$ cat src/rtl/alu_pkg.sv
// Shared ALU definitions: opcode encodings, scheduler FSM states and default datapath width.
// Purely declarative; no latency or flow control of its own.
// Consumed by alu_core and alu_sched.
package alu_pkg;

    localparam int ALU_WIDTH = 6;

    localparam logic [3:0] OP_AND = 4'b0000;
    localparam logic [3:0] OP_OR  = 4'b0001;
    localparam logic [3:0] OP_ADD = 4'b0010;
    localparam logic [3:0] OP_SLL = 4'b0011;
    localparam logic [3:0] OP_XOR = 4'b0100;
    localparam logic [3:0] OP_SRL = 4'b0101;
    localparam logic [3:0] OP_SUB = 4'b0110;
    localparam logic [3:0] OP_SRA = 4'b0111;
    localparam logic [3:0] OP_SLT = 4'b1000;

    typedef enum logic [1:0] {
        IDLE = 2'd0,
        EXEC = 2'd1,
        RESP = 2'd2
    } state_t;

endpackage

$ cat src/rtl/alu_core.sv
// Combinational ALU: logic, add/sub with carry/borrow, shifts, signed set-less-than.
// Latency: zero cycles (pure combinational).
// Backpressure: none; the caller decides when the result is sampled.
module alu_core
    import alu_pkg::*;
#(
    parameter int WIDTH = ALU_WIDTH
) (
    input  logic [3:0]       op,
    input  logic [WIDTH-1:0] a,
    input  logic [WIDTH-1:0] b,
    output logic [WIDTH-1:0] out,
    output logic             carry,
    output logic             zero
);

    localparam int SHW = $clog2(WIDTH);

    logic [SHW-1:0] shamt;
    logic [WIDTH:0] sum;
    logic [WIDTH:0] dif;

    // Shift amounts past WIDTH-1 naturally fall out as 0 / sign-fill from the shift operators.
    assign shamt = b[SHW-1:0];
    assign sum   = {1'b0, a} + {1'b0, b};
    assign dif   = {1'b0, a} - {1'b0, b};

    always_comb begin
        out   = '0;
        carry = 1'b0;
        case (op)
            OP_AND: out = a & b;
            OP_OR:  out = a | b;
            OP_ADD: begin
                out   = sum[WIDTH-1:0];
                carry = sum[WIDTH];
            end
            OP_SLL: out = a << shamt;
            OP_XOR: out = a ^ b;
            OP_SRL: out = a >> shamt;
            OP_SUB: begin
                out   = dif[WIDTH-1:0];
                carry = dif[WIDTH];
            end
            OP_SRA: out = $signed(a) >>> shamt;
            OP_SLT: out = {{(WIDTH-1){1'b0}}, ($signed(a) < $signed(b))};
            default: out = '0;
        endcase
    end

    assign zero = (out == '0);

endmodule

$ cat src/rtl/alu_sched.sv
// Round-robin arbiter sharing one alu_core among NREQ requesters; ALU_SCHED_CHAIN_EN adds result chaining.
// Latency: grant in cycle t -> registered response visible in cycle t+2; one op per 3 cycles peak.
// Backpressure: response held until rsp_ready; no new grant until the response handshake completes.
module alu_sched
    import alu_pkg::*;
#(
    parameter int WIDTH = ALU_WIDTH,
    parameter int NREQ  = 4,
    localparam int IDW  = (NREQ > 1) ? $clog2(NREQ) : 1
) (
    input  logic                  clk,
    input  logic                  rst_n,
    input  logic                  ena,
    input  logic [NREQ-1:0]       req_valid,
    output logic [NREQ-1:0]       req_ready,
    input  logic [4*NREQ-1:0]     req_op,
    input  logic [WIDTH*NREQ-1:0] req_a,
    input  logic [WIDTH*NREQ-1:0] req_b,
    input  logic [NREQ-1:0]       req_chain,
    output logic                  rsp_valid,
    input  logic                  rsp_ready,
    output logic [IDW-1:0]        rsp_id,
    output logic [WIDTH-1:0]      rsp_out,
    output logic                  rsp_carry,
    output logic                  rsp_zero
);

    typedef struct packed {
        logic [3:0]       op;
        logic [WIDTH-1:0] a;
        logic [WIDTH-1:0] b;
        logic [IDW-1:0]   id;
    } cmd_t;

    state_t           state_q, state_d;
    cmd_t             cmd_q;
    logic [IDW-1:0]   rr_ptr;
    logic [IDW-1:0]   cand;
    logic [IDW-1:0]   grant_idx;
    logic             grant_found;
    logic             accept;
    logic [WIDTH-1:0] grant_a;
    logic [WIDTH-1:0] alu_out;
    logic             alu_carry;
    logic             alu_zero;

    // First valid requester at or after rr_ptr, wrapping modulo NREQ.
    always_comb begin
        grant_found = 1'b0;
        grant_idx   = '0;
        cand        = '0;
        for (int i = 0; i < NREQ; i++) begin
            cand = IDW'((int'(rr_ptr) + i) % NREQ);
            if (!grant_found && req_valid[cand]) begin
                grant_found = 1'b1;
                grant_idx   = cand;
            end
        end
    end

    // rst_n gates the grant so req_ready stays low while reset is held.
    assign accept = rst_n && ena && (state_q == IDLE) && grant_found;

    always_comb begin
        req_ready = '0;
        if (accept) req_ready[grant_idx] = 1'b1;
    end

`ifdef ALU_SCHED_CHAIN_EN
    logic [WIDTH-1:0] last_out;

    assign grant_a = req_chain[grant_idx] ? last_out : req_a[WIDTH*grant_idx +: WIDTH];

    always_ff @(posedge clk or negedge rst_n) begin
        if (!rst_n)                       last_out <= '0;
        else if (ena && state_q == EXEC)  last_out <= alu_out;
    end
`else
    logic unused_chain;
    assign unused_chain = ^req_chain;
    assign grant_a      = req_a[WIDTH*grant_idx +: WIDTH];
`endif

    always_ff @(posedge clk or negedge rst_n) begin
        if (!rst_n) state_q <= IDLE;
        else        state_q <= state_d;
    end

    always_comb begin
        state_d = state_q;
        if (ena) begin
            case (state_q)
                IDLE:    if (accept) state_d = EXEC;
                EXEC:    state_d = RESP;
                RESP:    if (rsp_valid && rsp_ready) state_d = IDLE;
                default: state_d = IDLE;
            endcase
        end
    end

    always_ff @(posedge clk or negedge rst_n) begin
        if (!rst_n) begin
            cmd_q     <= '0;
            rr_ptr    <= '0;
            rsp_valid <= 1'b0;
            rsp_id    <= '0;
            rsp_out   <= '0;
            rsp_carry <= 1'b0;
            rsp_zero  <= 1'b0;
        end else if (ena) begin
            case (state_q)
                IDLE: if (accept) begin
                    cmd_q <= '{op: req_op[4*grant_idx +: 4], a: grant_a,
                               b: req_b[WIDTH*grant_idx +: WIDTH], id: grant_idx};
                end
                EXEC: begin
                    rsp_valid <= 1'b1;
                    rsp_id    <= cmd_q.id;
                    rsp_out   <= alu_out;
                    rsp_carry <= alu_carry;
                    rsp_zero  <= alu_zero;
                end
                RESP: if (rsp_valid && rsp_ready) begin
                    rsp_valid <= 1'b0;
                    rr_ptr    <= (rsp_id == IDW'(NREQ - 1)) ? '0 : rsp_id + 1'b1;
                end
                default: ;
            endcase
        end
    end

    alu_core #(.WIDTH(WIDTH)) u_alu (
        .op    (cmd_q.op),
        .a     (cmd_q.a),
        .b     (cmd_q.b),
        .out   (alu_out),
        .carry (alu_carry),
        .zero  (alu_zero)
    );

endmodule

$ cat config.mk
export PLATFORM = sky130hd
export DESIGN_NAME = alu_sched
export DESIGN_NICKNAME = d
export VERILOG_FILES = /design/src/rtl/alu_pkg.sv /design/src/rtl/alu_core.sv /design/src/rtl/alu_sched.sv
export SDC_FILE = /design/constraint.sdc
export NUM_CORES = 1
export LEC_CHECK = 0
export ABC_CLOCK_PERIOD_IN_PS = 2500
export BUFFER_PORTS_ARGS = -buffer_cell sky130_fd_sc_hd__buf_4
export CORE_ASPECT_RATIO = 1.5
export CORE_MARGIN = 3
export CORE_UTILIZATION = 49
export CTS_CLUSTER_SIZE = 16
export DETAILED_ROUTE_END_ITERATION = 10
export GPL_TIMING_DRIVEN = 0
export PLACE_DENSITY = 0.79
export SYNTH_ARGS = -nofsm -noshare
export SYNTH_HDL_FRONTEND = slang
export SYNTH_SLANG_ARGS = --single-unit
$ cat constraint.sdc
create_clock -name clk -period 2.5 [get_ports clk]
set_clock_uncertainty 0.15 [all_clocks]
set_input_delay 0.25 -clock clk [delete_from_list [all_inputs] [get_ports clk]]
set_output_delay 0.25 -clock clk [all_outputs]
set_load 0.1 [all_outputs]
# After elaboration in Yosys (flattened, before gate mapping)
# Cells that the tools add are included.
# classes
n_addsub	6
mul	1
div_mod_pow	0
magnitude_cmp	7
n_eq_ne	13
shift	6
muxes	27
bitwise_logic	3
n_reduce_logical	20
# op_table
cell	n
6-bit case mux with 9 select lines	1
24-bit by 6-bit variable part select with 6-bit output	2
4-bit by 3-bit == test with 1-bit output, second input constant	4
16-bit by 5-bit variable part select with 4-bit output	1
2-bit by 3-bit < comparator with 1-bit output, second input constant	5
2-bit two-way mux	7
3-bit AND reduction	4
1-bit two-way mux	10
1-bit binary-select mux with 2-bit select	4
4-bit by 2-bit == test with 1-bit output, second input constant	2
1-bit logical AND	8
6-bit by 6-bit adder with 7-bit output	1
6-bit by 6-bit subtractor with 7-bit output	1
6-bit AND	1
6-bit zero test	1
6-bit < comparator	1
6-bit bitwise OR	1
2-bit case mux with 3 select lines	1
6-bit by 3-bit left shift with 6-bit output	1
6-bit by 3-bit >> shifter with 6-bit output	1
6-bit by 3-bit >>> shifter with 6-bit output	1
6-bit XOR	1
2-bit by 1-bit adder with 2-bit output, second input constant	2
2-bit adder, second input constant	2
other kinds (15)	20
# word_totals
ff_bits	33
latch_bits	0
ramBits	0
rom_bits	0
input_bits	76
out_inout_bits	15
elab_cells	94
mem_count	0

# Longest topological paths before layout
# depth
word_depth	17
ltp_mapped	10
ltp_nobuf	10

# Hierarchy
# From an unflattened synthesis, not the netlist that was laid out.
# unflattened
cells_unflattened	358
hier_area_um2	3415.8
# by_module_without_submodules
mod	n_inst	cells_each	area_per_inst_um2	seq_area_each_um2
alu_sched	1	163	1918.1	825.8
alu_core	1	195	1497.7	0.0

# Least setup slack after synthesis
# No wires, ideal clock.
# synth_path
kind	register to output
startpoint	register state_q[1]
endpoint	output req_ready[2]
t_arrival_ps	4285
required_ps	2100
path_slack_ps	-2185
path_stages_with_launch	6
path_buffers	1
cell_sequence	dfrtp_1 > nor2b_1 > nand3b_1 > a21oi_1 > buf_2 > nor4b_1
# synth_via
elab_chain_cells	4
# synth_rtl
item	line_no	rtl
from (decl)	alu_sched.sv:35	state_t state_q, state_d;
from (signal assigned)	alu_sched.sv:86	else state_q <= state_d;
2-bit zero test	alu_sched.sv:62	assign accept = rst_n && ena && (state_q == IDLE) && grant_found;
1-bit logical AND (2 in a row)	alu_sched.sv:62	
4-bit two-way mux	alu_sched.sv:66	if (accept) req_ready[grant_idx] = 1'b1;
to (decl)	alu_sched.sv:15	output logic [NREQ-1:0] req_ready,
# No other way between the ends.

# Final worst setup path
# layout_path
startpoint	register cmd_q[8] (netlist name)
endpoint	register rsp_zero
# layout_via
elab_chain_cells	3
elab_cells_between_ends	11
classes_between	add/sub: 2; order compare: 1; shift: 3; mux: 1; bitwise: 3; reduce/logical: 1
# layout_rtl
item	line_no	rtl
from (decl)	alu_sched.sv:36	cmd_t cmd_q;
from (signal assigned)	alu_sched.sv:113	cmd_q <= '{op: req_op[4*grant_idx +: 4], a: grant_a,
6-bit by 6-bit subtractor with 7-bit output (tied with other cells)	alu_core.sv:26	assign dif = {1'b0, a} - {1'b0, b};
6-bit case mux with 9 select lines *	alu_core.sv:31	case (op)
6-bit zero test *	alu_core.sv:51	assign zero = (out == '0);
to (signal assigned)	alu_sched.sv:121	rsp_zero <= alu_zero;
to (decl)	alu_sched.sv:25	output logic rsp_zero
# Every way passes the cells marked *; elsewhere a longest branch is shown, timed or not.
# A chain may end at the register's enable or synchronous reset.

==> flow_metrics.tcl <==
set metrics [dict create \
    clkLatencyLatePin_ns 0.29 \
    die_area_mm2 0.00783 \
    slew-limit-headroom_pct 58.8 \
    end_kind "flip-flop" \
    port_buffers 86 \
    wl_per_cell_um 17.6 \
    timing.rr.start "cmd_q[8]" \
    htree_levels 2 \
    holdPathStages 3 \
    ff2ff_setup_slack_ns -0.05 \
    dr.pass1.iters 4 \
    rsz0062_at_grt "true" \
    clock_path_buffers 2 \
    finalSetupTns_ns -0.0516 \
    drive_gt1_share_pct 41.1 \
    synthCells 349 \
    finalCriticalPeriod_ns 2.55 \
    place_congestion 0.907 \
    grt_pass1_vias 3285 \
    routed_via_density 5.94 \
    ys_seq_elements 33 \
    final_hold_viol_count 0 \
    use_met1_pct 29.5 \
    r2r_cells 10 \
    synth.cell_area_mm2 0.00333 \
    synth_edf_count 0 \
    drc_errors 0 \
    wirelength_um 9370 \
    rows 36 \
    antenna_found_initial 0 \
    status "complete, but fails checks" \
    fin_crit_sh_pct 102 \
    busiest_layer "met2" \
    dieWidth_um 73.3 \
    grt_use_met2_pct 45.4 \
    path_cells "inv_2, ha_4, inv_2, fa_1, mux4_2, mux2i_4, nor2_2, a21oi_2, and4_1, a32o_1" \
    drtAntennaViolNets 0 \
    grt_use_met3_pct 2.81 \
    setup_ws_ns -0.0516 \
    slowest_stage "mux4_2" \
    grt.total_usage_pct 25.4 \
    clk_pin_slew_worst_paths_ns 0.07 \
    drt_iter0_drc 177 \
    grt_overflow 0 \
    regArea_um2 836 \
    vias 3167 \
    multi_input_area_mm2 0.00240 \
    rr_endpoint "rsp_zero" \
    synthArstFlopShare_pct 100 \
    ir_drop_v 0.000655 \
    cp_max_fo 3 \
    instances_no_fill 533 \
    power_leakage_uw 0.00204 \
    layout.nets 554 \
    path_class "flip-flop to flip-flop" \
    slowest_delay_ns 0.51 \
    holdCritPathClass "primary input to flip-flop" \
    synth_cell_type_count 64 \
    ys_top_cells_by_area "dfrtp_1, mux2i_1, ha_1" \
    slew_violations 0 \
    critPathRequiredTime_ns 2.58 \
    startpoint_type "flip-flop" \
    min-delay-start "ena" \
    grt_first_pass_wirelength_um 15600 \
    holdPathEnd "state_q[0]" \
    cts_tree "built" \
    yosys_warnings 0 \
    arrival_ns 2.63 \
    num-fill-cells 546 \
    cp_num_cells 10 \
    die_h_um 107 \
    timing.fmax_mhz 392 \
    start_util_pct 50.9 \
    area_growth_pct 34.2 \
    drv_cap 0 \
    synth.largest_area_cell "dfrtp_1" \
    worstPathBufferInverterCount 2 \
    syn_nets 447 \
    seq_area_frac_synth_pct 24.8 \
    place_inst 511 \
    numClockSinks 33 \
    violations "setup timing" \
    clockRootBuffer "clkbuf_8" \
    io_pins 91 \
    insertedDiodeCount 0 \
    setup_viol 1 \
    syn_avg_cell_area_um2 9.53 \
    synth_top_area_share_pct 24.8 \
    powerDensity_mw_per_mm2 1390 \
    synth.most_common_cell "mux2i_1" \
    coreArea_mm2 0.00653 \
    dp_hpwl_um 7500 \
    cp_top_family "multiplexers" \
    grt_max_degree 34 \
    synth_common_cells "mux2i_1, dfrtp_1, nand2_1" \
    worst_pin_slew_ns 0.616 \
    cts_buffers 5 \
    path_common_cell "inv_2" \
    synth_top_flop_cell "dfrtp_1" \
]
worst min-delay path, delay by kind of cell:
kind	cells	cell delay [ns]
compound gates	1	0.10
buf+inv	2	0.18
routing by layer:
metal,share of wire (%),routed length (um)
met5,0,0
met4,3.7,342
met3,5.3,501
met2,54,5010
met1,37,3510
power breakdown:
part	switching [uW]	internal, uW
Combinational	2740	1970
Clock	192	193
Sequential	294	797
Total	3220	2960
worst max-delay path by stage:
stage / slack (ns) / start / endpoint
floorplan: -0.07 / state_q[1] / req_ready[2]
global placement: -0.53 / cmd_q[4] / rsp_zero
detailed placement: -0.53 / cmd_q[4] / rsp_zero
CTS: -0.1 / cmd_q[8] / rsp_zero
global route: -0.13 / cmd_q[8] / rsp_zero
finish: -0.05 / cmd_q[8] / rsp_zero
logic make-up (layout without fill, tap and decap cells):
group | count (synthesis) | count (layout) | share of synthesized area [%]
buffers and inverters | 40 | 148 | 7.00
AOI/OAI and AO/OA | 69 | 69 | 14.2
xor gates and xnor gates | 5 | 5 | 1.32
muxes | 83 | 83 | 27.3
and+or+nand+nor | 97 | 97 | 16.7
DFF | 33 | 33 | 24.8
adders and majority gates | 22 | 22 | 8.73
per-stage QoR:
step                hold slack, ns  util, %  power (uW)  setup slack [ns]  area, um^2
finish                       0.122     68.4        6180           -0.0516        4460
global route                 0.140     68.4        6610            -0.135        4460
CTS                          0.120     67.1        6000           -0.0991        4380
detailed placement          0.0691     63.4        5350            -0.529        4140
global placement            0.0620     63.4        5260            -0.526        4140
floorplan                   -0.196        -        4330           -0.0713        3400
cell usage in the layout, fill, tap and decap left out, drive strengths merged, types with 3 or more instances in the layout:
cell type	n
o2111ai	3
mux2	22
a21o	3
nand3	6
nor2b	7
nor3	8
inv	17
mux4	3
nor2	19
and4	3
nand2b	9
a211oi	4
xnor2	4
o211ai	7
nand2	24
mux2i	58
clkbuf	8
nand4	3
ha	20
dfrtp	33
o21ai	14
o22ai	3
buf	119
a21oi	17
registers in the layout, summed over array words and instances (netlist names):
signal     cells
cmd_q         18
rsp_out        6
rr_ptr         2
rsp_id         2
state_q        2
rsp_carry      1
rsp_valid      1
rsp_zero       1
repair_timing:
| action | 4_1_cts | 5_1_grt |
|---|---|---|
| setup endpoints to repair | 10 | 9 |
| pin swaps | 5 | 5 |
| setup buffers | 8 | 5 |
| gates resized for setup | 20 | 17 |
| endpoints found under the hold margin | 33 | 0 |
| hold buffers | 2 | 0 |
layout make-up:
type	count	area share, %
multi-input combinational	276	53.9
sequential	33	18.7
timing repair buffer	101	17.9
buffer	21	3.92
tap	76	2.13
inverter	18	1.65
clock buffer	6	1.63
clock inverter	2	0.224
No activity file was read; power rests on OpenSTA's default activity.
